File: config.mk
export PLATFORM = sky130hd
export DESIGN_NAME = design_sel_ctrl_flat
export DESIGN_NICKNAME = d
export VERILOG_FILES = /design/src/rtl/design_sel_ctrl_if.sv /design/src/rtl/design_sel_ctrl.sv /design/src/flat_wrapper.sv
export SDC_FILE = /design/constraint.sdc
export NUM_CORES = 1
export LEC_CHECK = 0
export BUFFER_PORTS_ARGS = -buffer_cell sky130_fd_sc_hd__buf_2
export CORE_AREA = 2 2 56 58
export CTS_CLUSTER_SIZE = 14
export DETAILED_ROUTE_END_ITERATION = 16
export DIE_AREA = 0 0 58 60
export PLACE_DENSITY = 0.55
export SYNTH_ARGS = -nofsm -noshare
export SYNTH_HDL_FRONTEND = slang
export SYNTH_SLANG_ARGS = --single-unit
export TNS_END_PERCENT = 100
File: constraint.sdc
create_clock -name clk -period 3.2 [get_ports clk]
set_clock_uncertainty 0.1 [all_clocks]
set_input_delay 0.16 -clock clk [delete_from_list [all_inputs] [get_ports clk]]
set_output_delay 0.16 -clock clk [all_outputs]
set_load 0.005 [all_outputs]
File: src/rtl/design_sel_ctrl_if.sv
// Design-switch request channel: the requester (master) offers an index, the selector (slave) accepts it.
interface design_sel_ctrl_if #(
    parameter int SEL_BITS = 5
);
    logic                req_valid;
    logic [SEL_BITS-1:0] req_sel;
    logic                req_ready;

    modport master (output req_valid, output req_sel, input  req_ready);
    modport slave  (input  req_valid, input  req_sel, output req_ready);
endinterface

File: src/rtl/design_sel_ctrl.sv
// Design selector: sequences DRAIN -> SWITCH -> HOLD -> RUN around every change of the mux sel.
// Optional macro DSC_RANGE_CHECK_EN adds an err pulse and drops requests with an out-of-range index.
module design_sel_ctrl #(
    parameter int SEL_BITS    = 5,
    parameter int NUM_DESIGNS = 32,
    parameter int RST_CYCLES  = 8
) (
    input  logic                clk,
    input  logic                rst,
    design_sel_ctrl_if.slave    req,
    input  logic                user_rst_n,
    output logic [SEL_BITS-1:0] sel_out,
    output logic                rst_n_out,
    output logic                active
`ifdef DSC_RANGE_CHECK_EN
    ,
    output logic                err
`endif
);

    typedef enum logic [1:0] {S_DRAIN, S_SWITCH, S_HOLD, S_RUN} state_t;

    localparam logic [7:0] CNT_LOAD = 8'(RST_CYCLES);

    state_t              state, state_nx;
    logic [7:0]          cnt, cnt_nx;
    logic [SEL_BITS-1:0] pend_sel, pend_nx;
    logic [SEL_BITS-1:0] sel_nx;
    logic                accept;
`ifdef DSC_RANGE_CHECK_EN
    logic                err_nx;
`endif

    assign accept = req.req_valid && req.req_ready;

    always_comb begin
        state_nx = state;
        cnt_nx   = cnt;
        pend_nx  = pend_sel;
        sel_nx   = sel_out;
`ifdef DSC_RANGE_CHECK_EN
        err_nx   = 1'b0;
`endif
        case (state)
            S_RUN: begin
                if (accept) begin
`ifdef DSC_RANGE_CHECK_EN
                    if (int'(req.req_sel) >= NUM_DESIGNS) begin
                        err_nx = 1'b1;
                    end else begin
                        state_nx = S_DRAIN;
                        cnt_nx   = CNT_LOAD;
                        pend_nx  = req.req_sel;
                    end
`else
                    state_nx = S_DRAIN;
                    cnt_nx   = CNT_LOAD;
                    pend_nx  = req.req_sel;
`endif
                end
            end
            // Phase ends on the cycle the counter would reach zero; <=1 keeps a stray 0 from wrapping.
            S_DRAIN: begin
                if (cnt <= 8'd1) begin
                    state_nx = S_SWITCH;
                    cnt_nx   = 8'd0;
                    sel_nx   = pend_sel;
                end else begin
                    cnt_nx = cnt - 8'd1;
                end
            end
            S_SWITCH: begin
                state_nx = S_HOLD;
                cnt_nx   = CNT_LOAD;
            end
            S_HOLD: begin
                if (cnt <= 8'd1) begin
                    state_nx = S_RUN;
                    cnt_nx   = 8'd0;
                end else begin
                    cnt_nx = cnt - 8'd1;
                end
            end
            default: begin
                state_nx = S_HOLD;
                cnt_nx   = CNT_LOAD;
            end
        endcase
    end

    // Outputs are registered from the next state so they line up with the state they describe.
    always_ff @(posedge clk) begin
        if (rst) begin
            state         <= S_HOLD;
            cnt           <= CNT_LOAD;
            pend_sel      <= '0;
            sel_out       <= '0;
            rst_n_out     <= 1'b0;
            active        <= 1'b0;
            req.req_ready <= 1'b0;
`ifdef DSC_RANGE_CHECK_EN
            err           <= 1'b0;
`endif
        end else begin
            state         <= state_nx;
            cnt           <= cnt_nx;
            pend_sel      <= pend_nx;
            sel_out       <= sel_nx;
            rst_n_out     <= (state_nx == S_RUN) ? user_rst_n : 1'b0;
            active        <= (state_nx == S_RUN);
            req.req_ready <= (state_nx == S_RUN);
`ifdef DSC_RANGE_CHECK_EN
            err           <= err_nx;
`endif
        end
    end

endmodule

File: src/flat_wrapper.sv
// flat-port wrapper written by rule: the top's interface ports become plain ports
module design_sel_ctrl_flat 
#(
    parameter int SEL_BITS    = 5,
    parameter int NUM_DESIGNS = 32,
    parameter int RST_CYCLES  = 8
)
  (clk, rst, user_rst_n, sel_out, rst_n_out, active, req_req_valid, req_req_sel, req_req_ready);
  design_sel_ctrl_if #(.SEL_BITS(SEL_BITS)) req_i ();
  input  logic clk;
  input  logic rst;
  input  logic user_rst_n;
  output logic [SEL_BITS-1:0] sel_out;
  output logic rst_n_out;
  output logic active;
  input wire logic [$bits(req_i.req_valid)-1:0] req_req_valid;
  input wire logic [$bits(req_i.req_sel)-1:0] req_req_sel;
  output wire logic [$bits(req_i.req_ready)-1:0] req_req_ready;
  assign req_i.req_valid = req_req_valid;
  assign req_i.req_sel = req_req_sel;
  assign req_req_ready = req_i.req_ready;
  design_sel_ctrl #(.SEL_BITS(SEL_BITS), .NUM_DESIGNS(NUM_DESIGNS), .RST_CYCLES(RST_CYCLES)) u_core (.clk(clk), .rst(rst), .req(req_i), .user_rst_n(user_rst_n), .sel_out(sel_out), .rst_n_out(rst_n_out), .active(active));
endmodule
==> flow_metrics.env <==
export IMPL_synthArstFlopShare_pct=0
export IMPL_ys_top_cells_by_count="dfxtp_1 (22), nand2_1 (13), nor2_1 (11)"
export IMPL_crit_path_start_kind="register"
export IMPL_critical_path_max_stage_delay_ns=0.49
export IMPL_vias=879
export IMPL_syn_to_final_growth_pct=17.3
export IMPL_htree_levels=1
export IMPL_grt_max_degree=14
export IMPL_synth_edff_count=0
export IMPL_cp_arrival_ns=2.16
export IMPL_yosysSeqAreaShare_pct=39.9
export IMPL_syn_nets=129
export IMPL_critPathTopFamily="simple AND/OR/NAND/NOR gates"
export IMPL_antenna_cells=0
export IMPL_overflow=0
export IMPL_status="complete, no violations"
export IMPL_final_period_utilization_pct=63.7
export IMPL_drive_above_1_share_pct=23.0
export IMPL_rsz0062_at_grt="no"
export IMPL_finalMaxSlewViolations=0
export IMPL_grt_first_pass_wirelength_um=3700
export IMPL_cts_sinks=22
export IMPL_clk_path_buf_depth=2
export IMPL_die_w_um=58
export IMPL_critPathCaptureType="register"
export IMPL_numPortBuffers=16
export IMPL_finalHoldViolCount=0
export IMPL_grt_util_all_layers_pct=14.1
export IMPL_die_area_sq_um=3480
export IMPL_peakVddDrop_v=0.000406
export IMPL_synth_ff_type="dfxtp_1"
export IMPL_worstPathMaxFanout=5
export IMPL_tritoncts="done"
export IMPL_critPathSlowestCell="or3b_2"
export IMPL_multi_input_area_sq_um=607
export IMPL_routed_wl_um=2140
export IMPL_clock_latency_ns=0.31
export IMPL_initial_utilization_pct=38.0
export IMPL_synthDistinctLibCells=37
export IMPL_synth_top_cell_area_share_pct=39.9
export IMPL_first_pass_iters=4
export IMPL_leakagePower_nw=0.539
export IMPL_totalPowerFinal_mw=1.01
export IMPL_synthCells=114
export IMPL_num_fill_cells=288
export IMPL_path_cells="inv_1 > ha_1 > or3b_2 > or4b_1 > a221oi_1"
export IMPL_worst_pin_slew_ns=0.612
export IMPL_detail_route_wl_per_cell_um=12.8
export IMPL_crit_buf_inv=1
export IMPL_p_per_area_nw_per_um2=781
export IMPL_crit_type="reg -> reg"
export IMPL_min_path_type="in -> reg"
export IMPL_core_area_sq_um=2900
export IMPL_synthTopCellsByArea="dfxtp_1 (40%), mux2i_1 (9.1%), ha_1 (6.8%)"
export IMPL_fin_nets=151
export IMPL_die_h_um=60
export IMPL_cts_setup_buffers=0
export IMPL_syn_mean_instance_area_sq_um=9.68
export IMPL_max_freq_mhz=491
export IMPL_cts_inserted_buffers=3
export IMPL_hpwlAfterDp_um=1560
export IMPL_ys_seq_elements=22
export IMPL_finalSetupViolCount=0
export IMPL_drtAntennaViolNets=0
export IMPL_cts_root_buf="clkbuf_4"
export IMPL_finalWeightedCongestion=0.781
export IMPL_antenna_found_initial=0
export IMPL_ff_latch_area_sq_um=440
export IMPL_yosysWarnings=0
export IMPL_netlist_area_sq_um=1100
export IMPL_worst_ep_required_time_ns=3.32
export IMPL_slew_headroom_pct=58.9
export IMPL_num_io_pins=17
export IMPL_fin_crit_ns=2.04
export IMPL_grt_pass1_vias=863
export IMPL_viasPerCell=5.23
export IMPL_yosysMostFrequentCell="dfxtp_1"
export IMPL_final_setup_tns_ns=0
export IMPL_route_detailed_drc=0
export IMPL_drv_cap=0
export IMPL_path_clk_slew_ns=0.13
export IMPL_rows=20
export IMPL_synth_top_cell_by_area="dfxtp_1"
export IMPL_drt_initial_drc_count=10
## cells in the final DEF (no fill, tap or decap), types with 2 or more instances in the layout
cell type	netlist	routed
a221oi_1	4	4
or3_1	4	4
dlygate4sd3_1	0	6
nor3_1	2	2
inv_1	6	6
buf_2	0	16
nor2_1	11	11
nand2_1	13	13
mux2i_1	10	10
a2111oi_0	2	2
ha_1	6	6
o31ai_1	2	2
or4_4	2	2
o21ai_0	2	2
nand3_1	2	2
dfxtp_1	22	22
clkbuf_4	0	3
## worst paths after layout
check,slack [ns],from,cells past startpoint,endpoint
worst max-delay path,1.16,u_core.cnt[0],5,u_core.cnt[6]
worst min-delay path,0.07,rst,2,u_core.cnt[7]
worst max register to register,1.16,u_core.cnt[0],5,u_core.cnt[6]
worst min register to register,0.37,u_core.sel_out[3],2,u_core.sel_out[3]
## cell type report
cell class | count | area share [%]
Multi-Input combinational cell | 80 | 46.9
Sequential cell | 22 | 34.0
Timing Repair Buffer | 23 | 11.4
Tap cell | 33 | 3.19
Clock buffer | 4 | 2.80
Inverter | 6 | 1.74
## metrics by stage
step | cell area (sq um) | setup WS [ns] | cells | hold slack (ns) | util [%]
2_1_floorplan | 1100 | 1.28 | 114 | 0.143 | -
3_3_place_gp | 1200 | 1.24 | 158 | 0.294 | 41.3
3_5_place_dp | 1200 | 1.20 | 158 | 0.301 | 41.3
4_1_cts | 1290 | 1.17 | 168 | 0.0633 | 44.6
5_1_grt | 1290 | 0.989 | 168 | 0.0726 | 44.6
6_report | 1290 | 1.16 | 168 | 0.0662 | 44.6
## worst reg2reg max path, stage by stage (launching register included)
cell and delay, ns:
dfxtp_1 0.37, inv_1 0.09, ha_1 0.18, or3b_2 0.49, or4b_1 0.47, a221oi_1 0.26
## power by group
group	internal [mW]	total (mW)	switching, mW
clock	0.0694	0.155	0.0856
combinational	0.208	0.465	0.258
sequential	0.331	0.391	0.0605
## registers in the layout (all words and copies together) (netlist names)
name / flops
u_core.cnt: 8
u_core.pend_sel: 5
u_core.sel_out: 5
u_core.state: 2
u_core.req.req_ready: 1
u_core.rst_n_out: 1
## repair_timing
action                                 CTS  global route
hold buffers                             6             0
endpoints found under the hold margin    6             0
gates resized for setup                  0             0
## metal layers
| metal | part of all wire (%) | global-route usage, % | wire [um] | up-vias |
|---|---|---|---|---|
| li1 | - | - | - | 457 |
| met1 | 48 | 16.2 | 1020 | 407 |
| met2 | 48 | 24.8 | 1030 | 13 |
| met3 | 3.4 | 2.81 | 73 | 2 |
| met4 | 0.89 | 6.98 | 19 | 0 |
| met5 | 0 | 0 | 0 | - |
## cell families (layout without fill, tap and decap cells)
kind of cell	after synthesis	after routing	synth area share, %
muxes	10	10	9.07
adders and majority gates	6	6	6.80
buffers and inverters	12	33	5.10
AOI/OAI and AO/OA	21	21	16.7
DFF	22	22	39.9
and+or+nand+nor	43	43	22.5
(Power assumes the default switching activity.)
